File: config.mk
export PLATFORM = sky130hd
export DESIGN_NAME = risc_controller
export DESIGN_NICKNAME = d
export VERILOG_FILES = /design/src/rtl/risc_pkg.sv /design/src/rtl/risc_controller_dec.sv /design/src/rtl/risc_controller.sv
export SDC_FILE = /design/constraint.sdc
export NUM_CORES = 1
export LEC_CHECK = 0
export ABC_AREA = 1
export BUFFER_PORTS_ARGS = -buffer_cell sky130_fd_sc_hd__buf_4
export CAP_MARGIN = 20
export CORE_MARGIN = 2
export CORE_UTILIZATION = 25
export CTS_CLUSTER_SIZE = 24
export DETAILED_ROUTE_END_ITERATION = 10
export SKIP_LAST_GASP = 1
export SYNTH_ARGS = -nofsm -noshare
export SYNTH_HDL_FRONTEND = slang
export SYNTH_SLANG_ARGS = --single-unit
File: constraint.sdc
create_clock -name clk -period 2.8 [get_ports clk]
set_input_delay 0.28 -clock clk [delete_from_list [all_inputs] [get_ports clk]]
set_output_delay 0.28 -clock clk [all_outputs]
set_load 0.1 [all_outputs]
File: src/rtl/risc_pkg.sv
// Shared definitions for the RISC controller: sizes, encodings and FSM states.
// Field positions describe the fixed 16-bit instruction layout.
package risc_pkg;

  localparam int DATA_W   = 16;
  localparam int REG_BITS = 3;
  localparam int INSTR_W  = 16;
  localparam int IMM_W    = 8;

  localparam int OPC_LSB = 13;
  localparam int OP_LSB  = 11;
  localparam int RN_LSB  = 8;
  localparam int RD_LSB  = 5;
  localparam int SH_LSB  = 3;
  localparam int RM_LSB  = 0;

  localparam logic [2:0] OPC_MOV = 3'b110;
  localparam logic [2:0] OPC_ALU = 3'b101;

  localparam logic [1:0] OP_MOV_IMM = 2'b10;
  localparam logic [1:0] OP_MOV_REG = 2'b00;
  localparam logic [1:0] OP_ADD     = 2'b00;
  localparam logic [1:0] OP_CMP     = 2'b01;
  localparam logic [1:0] OP_AND     = 2'b10;
  localparam logic [1:0] OP_MVN     = 2'b11;

  typedef enum logic [2:0] {
    WAIT,
    DECODE,
    GETA,
    GETB,
    ALU,
    WREG,
    WIMM
  } state_t;

endpackage

File: src/rtl/risc_controller_dec.sv
// Combinational instruction field extraction and legality check.
// sximm8 is produced here so it is valid in every controller state.
module instr_dec
  import risc_pkg::*;
#(
  parameter int DATA_W   = risc_pkg::DATA_W,
  parameter int REG_BITS = risc_pkg::REG_BITS
) (
  input  logic [INSTR_W-1:0]  ir,
  output logic [2:0]          opcode,
  output logic [1:0]          op,
  output logic [REG_BITS-1:0] rn,
  output logic [REG_BITS-1:0] rd,
  output logic [REG_BITS-1:0] rm,
  output logic [1:0]          sh,
  output logic [DATA_W-1:0]   sximm8,
  output logic                legal
);

  logic is_mov;
  logic is_alu;

  assign opcode = ir[OPC_LSB +: 3];
  assign op     = ir[OP_LSB +: 2];
  assign rn     = ir[RN_LSB +: REG_BITS];
  assign rd     = ir[RD_LSB +: REG_BITS];
  assign rm     = ir[RM_LSB +: REG_BITS];
  assign sh     = ir[SH_LSB +: 2];
  assign sximm8 = {{(DATA_W-IMM_W){ir[IMM_W-1]}},
                   ir[IMM_W-1:0]};

  assign is_mov = (opcode == OPC_MOV) &&
                  ((op == OP_MOV_IMM) ||
                   (op == OP_MOV_REG));
  assign is_alu = (opcode == OPC_ALU);
  assign legal  = is_mov || is_alu;

endmodule

File: src/rtl/risc_controller.sv
// Moore controller: instruction register, state register and output decode
// that walks the regfile/shifter/ALU datapath through one instruction.
module risc_controller
  import risc_pkg::*;
#(
  parameter int DATA_W   = risc_pkg::DATA_W,
  parameter int REG_BITS = risc_pkg::REG_BITS
) (
  input  logic                clk,
  input  logic                reset,
  input  logic                s,
  input  logic [INSTR_W-1:0]  instr,
  output logic [REG_BITS-1:0] readnum,
  output logic [REG_BITS-1:0] writenum,
  output logic                write,
  output logic                vsel,
  output logic [DATA_W-1:0]   sximm8,
  output logic [1:0]          shift,
  output logic [1:0]          aluop,
  output logic                asel,
  output logic                loada,
  output logic                loadb,
  output logic                loadc,
  output logic                loads,
  output logic                w,
  output logic                err
);

  state_t             state;
  state_t             next;
  logic [INSTR_W-1:0] ir;

  logic [2:0]          opcode;
  logic [1:0]          op;
  logic [REG_BITS-1:0] rn;
  logic [REG_BITS-1:0] rd;
  logic [REG_BITS-1:0] rm;
  logic [1:0]          sh;
  logic                legal;

  logic mov_imm;
  logic mov_reg;
  logic is_alu;
  logic is_cmp;

  instr_dec #(
    .DATA_W   (DATA_W),
    .REG_BITS (REG_BITS)
  ) u_dec (
    .ir     (ir),
    .opcode (opcode),
    .op     (op),
    .rn     (rn),
    .rd     (rd),
    .rm     (rm),
    .sh     (sh),
    .sximm8 (sximm8),
    .legal  (legal)
  );

  assign mov_imm = (opcode == OPC_MOV) && (op == OP_MOV_IMM);
  assign mov_reg = (opcode == OPC_MOV) && (op == OP_MOV_REG);
  assign is_alu  = (opcode == OPC_ALU);
  assign is_cmp  = is_alu && (op == OP_CMP);

  always_ff @(posedge clk or posedge reset) begin
    if (reset) begin
      state <= WAIT;
      ir    <= '0;
    end else begin
      state <= next;
      if (state == WAIT && s)
        ir <= instr;
    end
  end

  always_comb begin
    next     = state;
    readnum  = '0;
    writenum = '0;
    write    = 1'b0;
    vsel     = 1'b0;
    shift    = 2'b00;
    aluop    = 2'b00;
    asel     = 1'b0;
    loada    = 1'b0;
    loadb    = 1'b0;
    loadc    = 1'b0;
    loads    = 1'b0;
    w        = 1'b0;
    err      = 1'b0;
    unique case (state)
      WAIT: begin
        w = 1'b1;
        if (s)
          next = DECODE;
      end
      DECODE: begin
        unique case (1'b1)
          !legal: begin
            err  = 1'b1;
            next = WAIT;
          end
          mov_imm: next = WIMM;
          mov_reg: next = GETB;
          default: next = GETA;
        endcase
      end
      GETA: begin
        readnum = rn;
        loada   = 1'b1;
        next    = GETB;
      end
      GETB: begin
        readnum = rm;
        loadb   = 1'b1;
        next    = ALU;
      end
      ALU: begin
        shift = sh;
        aluop = mov_reg ? 2'b00 : op;
        asel  = mov_reg;
        // CMP only updates status; nothing is written back
        if (is_cmp) begin
          loads = 1'b1;
          next  = WAIT;
        end else begin
          loadc = 1'b1;
          loads = is_alu;
          next  = WREG;
        end
      end
      WREG: begin
        writenum = rd;
        write    = 1'b1;
        next     = WAIT;
      end
      WIMM: begin
        writenum = rn;
        vsel     = 1'b1;
        write    = 1'b1;
        next     = WAIT;
      end
      default: next = WAIT;
    endcase
  end

endmodule

# --- Word level (Yosys, flattened, before mapping) ---
# Cells that the tools add are included.
classes:
  eq_ne: 11
  muxes: 21
  n_reduce_logical: 11
op_table:
  columns: ["op", "n"]
  rows:
  - ["3-bit == test (second input constant)", 5]
  - ["3-bit case mux with 5 select lines", 1]
  - ["1-bit 2-to-1 mux", 12]
  - ["3-bit case mux with 2 select lines", 2]
  - ["3-bit case mux with 3 select lines", 1]
  - ["3-bit by 2-bit == test with 1-bit output (second input constant)", 2]
  - ["2-bit 2-to-1 mux", 3]
  - ["3-bit 2-to-1 mux", 2]
  - ["1-bit logical AND", 5]
  - ["3-bit by 1-bit == test with 1-bit output (second input constant)", 1]
  - ["3-bit zero test", 1]
  - ["2-bit by 1-bit == test with 1-bit output (second input constant)", 1]
  - ["2-bit == test (second input constant)", 1]
  - ["2-bit zero test", 1]
  - ["1-bit logical OR", 2]
  - ["2-bit inequality test (second input constant)", 1]
  - ["2-bit OR reduction", 1]
  - ["1-bit zero test", 1]
word_totals:
  in_bits: 19
  elab_cells: 45
  regBits: 19
  output_inout_bits: 35

# --- Longest topological paths before layout ---
# Gate-level depths: netlist of run 1.
logic_depth:
  ltp_word: 7
  ltp_mapped: 7
  mapped_depth_nobuf: 7

# --- Modules after synthesis ---
# From an unflattened synthesis of run 1, not the netlist that was laid out.
hier_totals:
  hier_cells: 177
  hier_area_um2: 1298.7
by_module_without_submodules:
  columns: ["mod", "cells_each", "area_each_um2", "seq_area_each_um2", "n_inst"]
  rows:
  - ["risc_controller", 139, 1031.0, 475.5, 1]
  - ["instr_dec", 38, 267.8, 0.0, 1]

# --- Worst setup path before layout of run 1 ---
# No wires, ideal clock.
synth_path:
  path_kind: "reg-to-output"
  startpoint: "reg state[2]"
  endpoint: "out readnum[0]"
  n_path_buf: 0
  required_ps: 2520
  stages_incl_launch_ff: 4
  path_slack_ps: -295
  arrival_time_ps: 2815
  cell_sequence: "dfrtp_1 -> inv_2 -> nand3_1 -> o21ai_0"
synth_between:
  elab_chain_cells: 2
  elab_cells_between_ends: 3
  cone_classes: "eq/ne: 2; mux: 1"
synth_rtl:
  columns: ["item", "line", "rtl"]
  rows:
  - ["from (decl)", "risc_controller.sv:29", "state_t state;"]
  - ["from (signal assigned)", "risc_controller.sv:71", "state <= next;"]
  - ["3-bit by 2-bit == test with 1-bit output", "risc_controller.sv:92", "unique case (state)"]
  - ["3-bit case mux with 2 select lines (*)", "risc_controller.sv:92", null]
  - ["to (decl)", "risc_controller.sv:13", "output logic [REG_BITS-1:0] readnum,"]
# Every way passes the cells marked *; elsewhere a longest branch is shown, timed or not.

# --- Final worst setup path of run 1 ---
layout_path:
  startpoint: "reg state[2]"
  endpoint: "out err"
layout_between:
  elab_chain_cells: 2
layout_rtl:
  columns: ["item", "line", "rtl"]
  rows:
  - ["3-bit by 1-bit == test with 1-bit output", "risc_controller.sv:92", null]
  - ["1-bit 2-to-1 mux", "risc_controller.sv:92", null]
  - ["to (decl)", "risc_controller.sv:26", "output logic err"]
# No other way between the ends.

==> impl_metrics.tcl, run 1 <==
set metrics [dict create \
    status "complete, no violations" \
    syn_avg_cell_area_um2 8.12 \
    synth_area_leaders "dfrtp_1 (41%), buf_4 (10%), a21oi_2 (9.0%)" \
    clkSinkCount 19 \
    yosys_warnings 0 \
    grt_usage_pct 10.2 \
    wl_per_cell_um 10.9 \
    postCtsSetupBuffers 0 \
    syn_inst 144 \
    fillers 488 \
    endpoint_kind "output pin" \
    drive_gt1_share_pct 43.7 \
    syn_nets 163 \
    dpl.cell_count 231 \
    grt_first_pass_wirelength_mm 4.14 \
    grt_remaining_overflow 0 \
    synth.top_cell.area_share_pct 40.7 \
    netlist_area_mm2 0.00117 \
    postLayoutCoreUtil_pct 34.7 \
    setup.worst_path.class "flip-flop to output pin" \
    io_buffers 53 \
    row_count 24 \
    slowest_stage "dfrtp_1" \
    viasPerCell 4.18 \
    min_period_ns 1.92 \
    period_share_pct 68.6 \
    fmax_mhz 521 \
    n_antenna_cell 0 \
    clock_latency_ns 0.26 \
    grt_max_degree 29 \
    die_area_mm2 0.00524 \
    cp_top_family "simple AND/OR/NAND/NOR gates" \
    vias 983 \
    io_pins 54 \
    final_cells 235 \
    layout.nets 203 \
    cts_root_buf "clkbuf_8" \
    cts_resized 0 \
    drt_iter0_drc 23 \
    cts_hold_buf 0 \
    regToRegStartpoint "state[0]" \
    worst_clock_skew_ns 0.00568 \
    rsz0062_at_grt "false" \
    maxCapViolations 0 \
    required_ns 2.52 \
    slew_viol_final 0 \
    clkTransAtPathRegs_ns 0.08 \
    synth_top_cell_by_area "dfrtp_1" \
    routed_wirelength_mm 2.57 \
    cpPeakStageDelay_ns 0.49 \
    setup_violations 0 \
    die_height_um 72.4 \
    worstPathBufferInverterCount 2 \
    yosysSeqAreaShare_pct 40.7 \
    antenna_found_initial 0 \
    startpoint_type "flip-flop" \
    hp-class "input port to asynchronous set/reset pin" \
    post_synth_num_cell_types 19 \
    cts_buffers 3 \
    worstPathMaxFanout 5 \
    clk_path_buf_depth 2 \
    worstMarginPinSlew_ns 0.740 \
    globalplace.congestion 0.736 \
    arrival_ns 1.64 \
    fp.dieW_um 72.4 \
    relSlewSlack_pct 50.6 \
    crit_start "state[2]" \
    yosys_register_bits 19 \
    syn_to_final_growth_pct 31.0 \
    ant_nets 0 \
    grt_pass1_vias 913 \
    multiInputGateArea_um2 453 \
    register_area_um2 475 \
    start_util_pct 26.5 \
    cts_tree "yes" \
    crit_chain "nor3_1 -> inv_1 -> nor2_1 -> buf_4" \
    drt_first_pass_iters 4 \
    h-tree-depth 1 \
    dp_hpwl_mm 1.98 \
    fp.coreArea_mm2 0.00441 \
    drc 0 \
    finalHoldViolations 0 \
]
## stage by stage
stage                     setup WS (ns)  hold slack [ns]  TNS [ns]  cell area, um2
final                             0.880            0.148         0            1530
after global routing              0.757            0.211         0            1530
after CTS                         0.863            0.182         0            1530
after detailed placement           1.15            0.461         0            1490
after global placement             1.18            0.459         0            1490
after floorplan                  -0.295            0.231    -0.885            1170
## logic make-up (layout without fill, tap and decap cells)
| group | count (synthesis) | in the layout | share of synthesized area [%] |
|---|---|---|---|
| DFF | 19 | 19 | 40.7 |
| AOI/OAI and AO/OA | 18 | 18 | 11.9 |
| and+or+nand+nor | 64 | 64 | 26.9 |
| buffers and inverters | 43 | 82 | 20.6 |
## cell usage after synthesis (all sizes together)
| cell | instances |
|---|---|
| nand4 | 1 |
| nand3 | 11 |
| buf | 18 |
| nor3 | 2 |
| a21oi | 12 |
| dfrtp | 19 |
| o22ai | 3 |
| inv | 25 |
| o21ai | 3 |
| nor2 | 24 |
| nand2 | 26 |
## area by class of cell
class / count / area share [%]
clock inverters: 1 / 0.327
multi-input cells: 82 / 29.6
clock buffers: 3 / 2.70
flip-flops and latches: 19 / 31.0
well taps: 52 / 4.25
inverters: 25 / 6.13
repair buffers: 53 / 26.0
## cell usage in the layout, fill, tap and decap left out
master    synthesis  routed
nor3_1            1       1
nand2_1          24      24
buf_4            16      53
nor2_2            4       4
o22ai_1           3       3
nor2_1           19      19
nor3_2            1       1
a21oi_2          12      12
clkbuf_8          0       3
inv_1            22      22
nand2_4           1       1
inv_2             3       3
clkinv_2          0       1
dfrtp_1          19      19
o21ai_0           3       3
nand4_1           1       1
nor2_8            1       1
nand3_1          11      11
nand2_8           1       1
## worst paths after layout
check	to	slack (ns)	depth (start not counted)
max in group asynchronous	ir[13]	2.18	2
max reg2reg	ir[8]	1.49	6
min	ir[5]	0.15	2
min reg2reg	ir[2]	0.51	2
max	err	0.88	4
min in group clk	ir[10]	0.25	3
## flip-flops by register name, summed over array words and instances (netlist names)
signal / count
ir: 16
state: 3
## worst register-to-register path: stages, from the launching register on
cell and delay [ns]:
dfrtp_1 0.42, inv_2 0.12, nand2_4 0.08, nor2_8 0.17
nand2_8 0.19, nor2_1 0.18, a21oi_2 0.04
## routing by layer
| layer | up-vias | track usage (%) | part of all wire, % |
|---|---|---|---|
| li1 | 506 | - | - |
| met1 | 438 | 13.5 | 44 |
| met5 | - | 0 | 0 |
| met3 | 5 | 1.94 | 7.2 |
| met2 | 34 | 16.0 | 46 |
| met4 | 0 | 4.94 | 2.0 |
Power of run 1 is left out: the tool's default activity adds up to more than one toggle a clock period on the data nets, which glitch-free logic cannot reach.
==> run 2, diff against run 1 <==
clock period = 1.8 ns   (was 2.8 ns; I/O delays follow)
==> run 2 against run 1 <==
  * Sequential cell count is the same
  * Die area is the same
  * Count of clock-buffer cells in the layout is the same
  * Sequential share of layout area shrank 2.7 points
  * Cell count is the same
  * Routed wire length grew 0.31%
  * Critical endpoint is now asel
==> impl_metrics.tcl, run 2 (same netlist as run 1, synthesis figures left out) <==
set metrics [dict create \
    slowest_stage "dfrtp_1" \
    required_ns 1.62 \
    arrival_ns 1.51 \
    finalHoldViolations 0 \
    r2r_cells 6 \
    postCtsSetupBuffers 0 \
    drt_first_pass_iters 4 \
    dp_hpwl_mm 2.01 \
    cts_buffers 3 \
    hp-class "input port to asynchronous set/reset pin" \
    met3_length_um 178 \
    h-tree-depth 1 \
    maxCapViolations 0 \
    fmax_mhz 590 \
    grt_remaining_overflow 0 \
    wl_per_cell_um 11.0 \
    hold_slack_ns 0.0559 \
    vias 988 \
    grt_max_degree 29 \
    rsz0062_at_grt "true" \
    crit_chain "inv_2 -> nand2_4 -> nor2_1 -> inv_2 -> nor3_4 -> buf_12" \
    r2r-end "ir[5]" \
    design_area_mm2 0.00168 \
    final_cell_mix "buf_4 (42), nand2_1 (22), inv_1 (20), dfrtp_1 (18), nor2_1 (13)" \
    period_share_pct 94.1 \
    top_layer_used "met4" \
    die_height_um 72.4 \
    endpoint_kind "output pin" \
    met1_length_mm 1.13 \
    largest_register "ir" \
    globalplace.congestion 0.801 \
    worstPathBufferInverterCount 3 \
    final_cells 235 \
    drive_gt1_share_pct 52.5 \
    crit_top_cell "inv_2" \
    grt_first_pass_wirelength_mm 4.04 \
    row_count 24 \
    slew_viol_final 0 \
    worst_clock_skew_ns 0.00254 \
    layout.nets 203 \
    dpl.cell_count 231 \
    startpoint_type "flip-flop" \
    largest_register_ffs 16 \
    worstPathMaxFanout 6 \
    ant_nets 0 \
    grt_usage_pct 10.1 \
    relSlewSlack_pct 49.9 \
    wl_met2_mm 1.24 \
    fillers 458 \
    io_buffers 53 \
    clock_latency_ns 0.25 \
    viasPerCell 4.20 \
    n_antenna_cell 0 \
    start_util_pct 26.5 \
    postLayoutCoreUtil_pct 38.1 \
    io_pins 54 \
    worstMarginPinSlew_ns 0.751 \
    cts_root_buf "clkbuf_8" \
    antenna_found_initial 0 \
    setup_violations 0 \
    clkTransAtPathRegs_ns 0.07 \
    min_period_ns 1.69 \
    clkSinkCount 19 \
    layout_commonest_cell "buf_4" \
    syn_to_final_growth_pct 43.8 \
    setup.worst_path.class "flip-flop to output pin" \
    top_regs "ir x16, state x3" \
    die_area_mm2 0.00524 \
    drt_iter0_drc 36 \
    place_area_mm2 0.00155 \
    regToRegStartpoint "state[1]" \
    cp_top_family "flip-flops" \
    rrSetupSlack_ns 0.50 \
    status "complete, no violations" \
    clk_path_buf_depth 2 \
    cts_tree "yes" \
    drc 0 \
    cpPeakStageDelay_ns 0.45 \
    grt_pass1_vias 873 \
    fp.coreArea_mm2 0.00441 \
    routed_wirelength_mm 2.58 \
    fp.dieW_um 72.4 \
]
run 2: cell types whose count changed in the layout (fill, tap and decap cells not counted), moves of 2 or more:
cell     delta
nand2_2     +2
o21ai_0     -3
nand2_1     -2
buf_12      +3
nor2_2      +4
inv_1       -2
buf_4      -11
nor2_4      +2
buf_6       +7
o21ai_4     +2
nor2_1      -6
run 2: repair_timing:
| item | 4_1_cts | 5_1_grt |
|---|---|---|
| gates resized for setup | 7 | 15 |
| hold buffers | 0 | 0 |
| endpoints found under the setup margin | 10 | 10 |
run 2: worst max path at each step:
stage / from / endpoint / slack, ns / cells after the start
after CTS: state[1] / aluop[0] / 0.005 / 6
final: state[1] / asel / 0.11 / 6
after detailed placement: state[2] / asel / 0.24 / 5
after floorplan: state[2] / writenum[0] / -0.53 / 2
after global placement: state[2] / asel / 0.25 / 5
after global routing: state[1] / shift[0] / -0.04 / 6
run 2: worst register-to-register path, delay by kind of cell (launching register included):
kind	cells	cell delay, ns
and+or+nand+nor	4	0.60
buffers and inverters	1	0.11
DFF	1	0.45
AOI/OAI and AO/OA	1	0.04
run 2: final cells by class:
cell class / instances / area [um2] / area share (%)
sequential: 19 / 477 / 28.4
clock buffer: 3 / 41.3 / 2.46
inverter: 25 / 97.6 / 5.81
clock inverter: 1 / 5.00 / 0.298
timing repair buffer: 53 / 469 / 27.9
multi-input combinational: 82 / 526 / 31.3
tap: 52 / 65.1 / 3.87
run 2: routing by layer:
layer	vias up	global-route usage [%]
met1	446	13.8
met5	-	0
met4	0	4.32
li1	506	-
met3	2	2.78
met2	34	14.8
run 2: through the flow:
step,setup WS (ns),TNS [ns]
2_1_floorplan,-0.530,-1.84
3_3_place_gp,0.249,0
3_5_place_dp,0.235,0
4_1_cts,0.00486,0
5_1_grt,-0.0374,-0.146
6_report,0.105,0
Power of run 2 is left out for the same reason.
